[src/rtl/memory_box_4x8_if.sv]
// Bus bundle for memory_box_4x8: save/load strobes, addressing controls and read/pointer status.
// The master drives the strobes and data, the slave (the memory) returns out/out_valid/ptr/wrap.
interface memory_box_4x8_if #(
    parameter int WIDTH      = 8,
    parameter int DEPTH_LOG2 = 2
);
    // save/load are single-cycle strobes with no back-pressure: every edge that sees a
    // strobe high performs the access; out_valid marks the cycle after a load.
    logic                  save;
    logic                  load;
    logic [DEPTH_LOG2-1:0] addr;
    logic                  use_ptr;
    logic                  auto_inc;
    logic [WIDTH-1:0]      value;
    logic [WIDTH-1:0]      out;
    logic                  out_valid;
    logic [DEPTH_LOG2-1:0] ptr;
    logic                  wrap;

    modport master (
        output save, load, addr, use_ptr, auto_inc, value,
        input  out, out_valid, ptr, wrap
    );

    modport slave (
        input  save, load, addr, use_ptr, auto_inc, value,
        output out, out_valid, ptr, wrap
    );
endinterface

[src/rtl/memory_box_4x8.sv]
// Four-entry register memory with switch-gated read path and auto-incrementing pointer.
// Define MEMORY_BOX_WRITE_THROUGH_EN to return new data on a same-cycle save+load.
module memory_box_4x8 #(
    parameter int WIDTH      = 8,
    parameter int DEPTH_LOG2 = 2
) (
    input logic               clk,
    input logic               rst,
    memory_box_4x8_if.slave   bus
);
    localparam int DEPTH = 1 << DEPTH_LOG2;
    localparam logic [DEPTH_LOG2-1:0] LAST = DEPTH_LOG2'(DEPTH - 1);

    logic [WIDTH-1:0]      mem [DEPTH];
    logic [WIDTH-1:0]      out_q;
    logic                  out_valid_q;
    logic [DEPTH_LOG2-1:0] ptr_q;
    logic                  wrap_q;

    logic [DEPTH_LOG2-1:0] sel;
    logic                  step;
    logic [WIDTH-1:0]      rd_data;

    assign sel  = bus.use_ptr ? ptr_q : bus.addr;
    // A save and load in the same cycle are one access, so one increment.
    assign step = bus.use_ptr & bus.auto_inc & (bus.save | bus.load);

`ifdef MEMORY_BOX_WRITE_THROUGH_EN
    assign rd_data = bus.save ? bus.value : mem[sel];
`else
    assign rd_data = mem[sel];
`endif

    always_ff @(posedge clk or posedge rst) begin
        if (rst) begin
            for (int i = 0; i < DEPTH; i++) begin
                mem[i] <= '0;
            end
            out_q       <= '0;
            out_valid_q <= 1'b0;
            ptr_q       <= '0;
            wrap_q      <= 1'b0;
        end else begin
            if (bus.save) begin
                mem[sel] <= bus.value;
            end
            out_q       <= bus.load ? rd_data : '0;
            out_valid_q <= bus.load;
            if (step) begin
                ptr_q <= ptr_q + 1'b1;
            end
            wrap_q <= step && (ptr_q == LAST);
        end
    end

    assign bus.out       = out_q;
    assign bus.out_valid = out_valid_q;
    assign bus.ptr       = ptr_q;
    assign bus.wrap      = wrap_q;
endmodule

[src/flat_wrapper.sv]
// flat-port wrapper written by rule: the top's interface ports become plain ports
module memory_box_4x8_flat 
#(
    parameter int WIDTH      = 8,
    parameter int DEPTH_LOG2 = 2
)
  (clk, rst, bus_save, bus_load, bus_addr, bus_use_ptr, bus_auto_inc, bus_value, bus_out, bus_out_valid, bus_ptr, bus_wrap);
  memory_box_4x8_if #(.WIDTH(WIDTH), .DEPTH_LOG2(DEPTH_LOG2)) bus_i ();
  input logic clk;
  input logic rst;
  input wire logic [$bits(bus_i.save)-1:0] bus_save;
  input wire logic [$bits(bus_i.load)-1:0] bus_load;
  input wire logic [$bits(bus_i.addr)-1:0] bus_addr;
  input wire logic [$bits(bus_i.use_ptr)-1:0] bus_use_ptr;
  input wire logic [$bits(bus_i.auto_inc)-1:0] bus_auto_inc;
  input wire logic [$bits(bus_i.value)-1:0] bus_value;
  output wire logic [$bits(bus_i.out)-1:0] bus_out;
  output wire logic [$bits(bus_i.out_valid)-1:0] bus_out_valid;
  output wire logic [$bits(bus_i.ptr)-1:0] bus_ptr;
  output wire logic [$bits(bus_i.wrap)-1:0] bus_wrap;
  assign bus_i.save = bus_save;
  assign bus_i.load = bus_load;
  assign bus_i.addr = bus_addr;
  assign bus_i.use_ptr = bus_use_ptr;
  assign bus_i.auto_inc = bus_auto_inc;
  assign bus_i.value = bus_value;
  assign bus_out = bus_i.out;
  assign bus_out_valid = bus_i.out_valid;
  assign bus_ptr = bus_i.ptr;
  assign bus_wrap = bus_i.wrap;
  memory_box_4x8 #(.WIDTH(WIDTH), .DEPTH_LOG2(DEPTH_LOG2)) u_core (.clk(clk), .rst(rst), .bus(bus_i));
endmodule
[config.mk]
export PLATFORM = sky130hd
export DESIGN_NAME = memory_box_4x8_flat
export DESIGN_NICKNAME = d
export VERILOG_FILES = /design/src/rtl/memory_box_4x8_if.sv /design/src/rtl/memory_box_4x8.sv /design/src/flat_wrapper.sv
export SDC_FILE = /design/constraint.sdc
export NUM_CORES = 1
export LEC_CHECK = 0
export ABC_CLOCK_PERIOD_IN_PS = 1730
export CAP_MARGIN = 20
export CORE_AREA = 5 5 87 89
export CTS_BUF_LIST = sky130_fd_sc_hd__clkbuf_2 sky130_fd_sc_hd__clkbuf_4 sky130_fd_sc_hd__clkbuf_8
export DETAILED_ROUTE_END_ITERATION = 8
export DIE_AREA = 0 0 92 94
export PLACE_DENSITY_LB_ADDON = 0.2
export SLEW_MARGIN = 20
export SYNTH_ARGS = -nofsm -noshare
export SYNTH_HDL_FRONTEND = slang
export SYNTH_SLANG_ARGS = --single-unit
export TNS_END_PERCENT = 5
[constraint.sdc]
create_clock -name clk -period 1.73 [get_ports clk]
set_input_delay 0.346 -clock clk [delete_from_list [all_inputs] [get_ports clk]]
set_output_delay 0.346 -clock clk [all_outputs]
set_load 0.005 [all_outputs]
==> metrics.txt <==
status finished clean; IO Port Bufs 27; Worst setup EP type register; initial antenna violation count 0; Initial DRC Count 28; Max Clock Skew ~1.5 ps; vias in the first global route around 1500; Clock Sinks 44; most common cell in the netlist dfrtp_1; most frequent cells after synthesis dfrtp_1, mux2_2, o21ai_0, inv_1, o2111ai_1; Worst VDD drop between 0.5 and 0.6 mV; main area contributors after synthesis dfrtp_1, mux2_2, o21ai_0; Critical Path Source bus_addr[0]; max-cap viol count 0; Nets 210; TritonCTS Buffers 5; Die ar. approximately 0.0086 mm^2; crit path time final roughly 1600 ps; Worst-path clk slew 80 ps; Reg2Reg Depth 4; H-tree depth 2; syn avg cell area ~13 um^2; Initial Util 29.19%; die height between 90 and 100 um; leading area contributor after synthesis dfrtp_1; post-synthesis register bit count 44; detailed-route wire length 4455 um; nature of the critical path startpoint primary input; Final Cycle Share between 90% and 100%; CTS Root Cell clkbuf_8; crit path DAT around 1800 ps; DR WL/cell ~16 um; antenna-violating nets left 0; GRT Total Usage 11.37%; EDFF count, synth 0; setup violators final 0; post-synthesis cell count between 100 and 150; # IOs 28; post-synth top area share a little under three fifths; routed vias ~1400; DR vias/cell about 5.0; # diodes 0; asr flop ratio synth 100.0%; Seq/Total Area, Yosys 56.45%; worst-margin pin slew 357.6 ps; Leakage approximately 0.0011 uW; Max Freq between 0.6 and 0.7 GHz; GPL Wtd Cong 0.7671; DR pass1 iterations 4; DRC violations left 0; overflow left after global routing 0; cts hold-fix bufs 0; placed cell count around 260; Skew-Pair Late Insertion Delay approximately 300 ps; row count 30; Critical R2R Launch u_core.bus.ptr[0]; area added between synthesis and finish 31.05%; final hold vios 0; yosys warns 0; unrepaired setup endpoints after global routing no; Hold/Removal Path Class in -> async; data required time at the worst endpoint ~1900 ps; PD cells roughly 1400 mW/mm^2; Slew Limit Fails 0; die width 92 um; DP HPWL ~3100 um; headroom to the max-slew limit ~76%; Critical Path Fanout Max 7; Post-DP Area ~0.0024 mm^2; layout cell share with drive strength beyond 1 35.05%; Unique masters post-synth 26; first-pass GRT wire length ~7500 um; Core Area between 0.006 and 0.007 mm^2; design area about 0.0026 mm^2; Setup CP Type in -> reg; largest net degree at the start of global routing 45; Longest Clk Path Bufs 2; TritonCTS clock tree yes; Post-Syn Area between 0.0015 and 0.002 mm^2; predominant post-synthesis flop cell dfrtp_1; Post-Layout Cell Count approximately 270; Syn Nets about 160; Reg2Reg Setup Slack between 200 and 250 ps
## layout by cell type (no fill, tap or decap), drive strengths merged
master | synthesis | layout
dfrtp | 44 | 44
mux2 | 33 | 33
o21ai | 29 | 29
clkdlybuf4s50 | 0 | 26
buf | 4 | 17
inv | 10 | 9
o2111ai | 8 | 8
clkbuf | 1 | 7
and3b | 3 | 3
nor3b | 3 | 3
and4b | 2 | 2
and4bb | 2 | 2
nor3 | 1 | 1
and4 | 1 | 1
nor4b | 1 | 1
o211ai | 1 | 1
nor2 | 1 | 1
clkinv | 0 | 1
and3 | 1 | 1
xnor2 | 1 | 1
ha | 1 | 1
clkinvlp | 0 | 1
dlygate4sd2 | 0 | 1
## what timing repair did
item	4_1_cts	5_1_grt
resized for setup	2	2
setup buffers	2	0
hold endpoints to repair	0	0
pin swaps	2	0
endpoints found under the setup margin	17	9
## layout make-up
type | count | area, um^2
tap | 80 | 100.1
multi-input combinational | 88 | 795.8
clock buffer | 7 | 90.09
inverter | 10 | 37.54
sequential | 44 | 1104
fill | 646 | 4125
clock inverter | 1 | 7.507
timing repair buffer | 44 | 421.7
## kinds of logic (layout without fill, tap and decap cells)
| family | after synthesis | in the layout | share of synthesized area [%] |
|---|---|---|---|
| flip-flops | 44 | 44 | 56.45 |
| AO/OA/AOI/OAI | 38 | 38 | 12.96 |
| multiplexers | 33 | 33 | 19.05 |
| AND/OR/NAND/NOR | 15 | 15 | 7.312 |
| buffers and inverters | 15 | 62 | 3.143 |
| adder cells (fa/ha/maj) | 1 | 1 | 0.6413 |
| XOR/XNOR | 1 | 1 | 0.4491 |
## worst max-delay path, cell delays in order
cell	delay, ps
clkdlybuf4s50_1	610
nor3b_2	320
o21ai_4	110
buf_4	160
mux2_2	270
## state kept, by name, indices dropped and copies added, names as in the netlist
| register | flops |
|---|---|
| u_core.bus.ptr | 2 |
| u_core.bus.out_valid | 1 |
| u_core.mem | 32 |
| u_core.bus.out | 8 |
| u_core.bus.wrap | 1 |
## routing by layer
| metal | part of all wire [%] | wire [um] | global-route usage (%) | up-vias |
|---|---|---|---|---|
| met3 | 4.1 | 182 | 3.205 | 11 |
| met4 | 2.7 | 122 | 5.693 | 0 |
| li1 | - | - | - | 638 |
| met2 | 51 | 2265 | 19.77 | 25 |
| met1 | 42 | 1884 | 12.73 | 706 |
| met5 | 0 | 0 | 0 | - |
## path summary, 6_finish.rpt
kind / to
worst max-delay path: u_core.mem[19]
worst min-delay path: u_core.bus.out[7]
worst max register to register: u_core.mem[19]
worst min register to register: u_core.mem[5]
max in group asynchronous: u_core.bus.ptr[1]
min in group clk: u_core.mem[5]
## stage by stage
stage / hold WS [ps] / setup TNS (ps) / total power [uW] / setup WS, ps / utilization [%]
floorplan: 377.4 / 0 / 2390 / 316.6 / -
global placement: 472.7 / -11410 / 2865 / -367.4 / 36.25
detailed placement: 486.8 / -12870 / 2925 / -422.9 / 36.25
CTS: 398.3 / 0 / 3650 / 15.69 / 38.13
global route: 430.5 / 0 / 3851 / 41.19 / 38.26
finish: 387.4 / 0 / 3599 / 95.56 / 38.26
## where the power goes
part | switching (uW) | leakage, uW | internal [uW]
Clock | 348 | 0.0000479 | 340
Sequential | 243 | 0.000531 | 1520
Combinational | 415 | 0.000502 | 730
(Power assumes the default switching activity.)
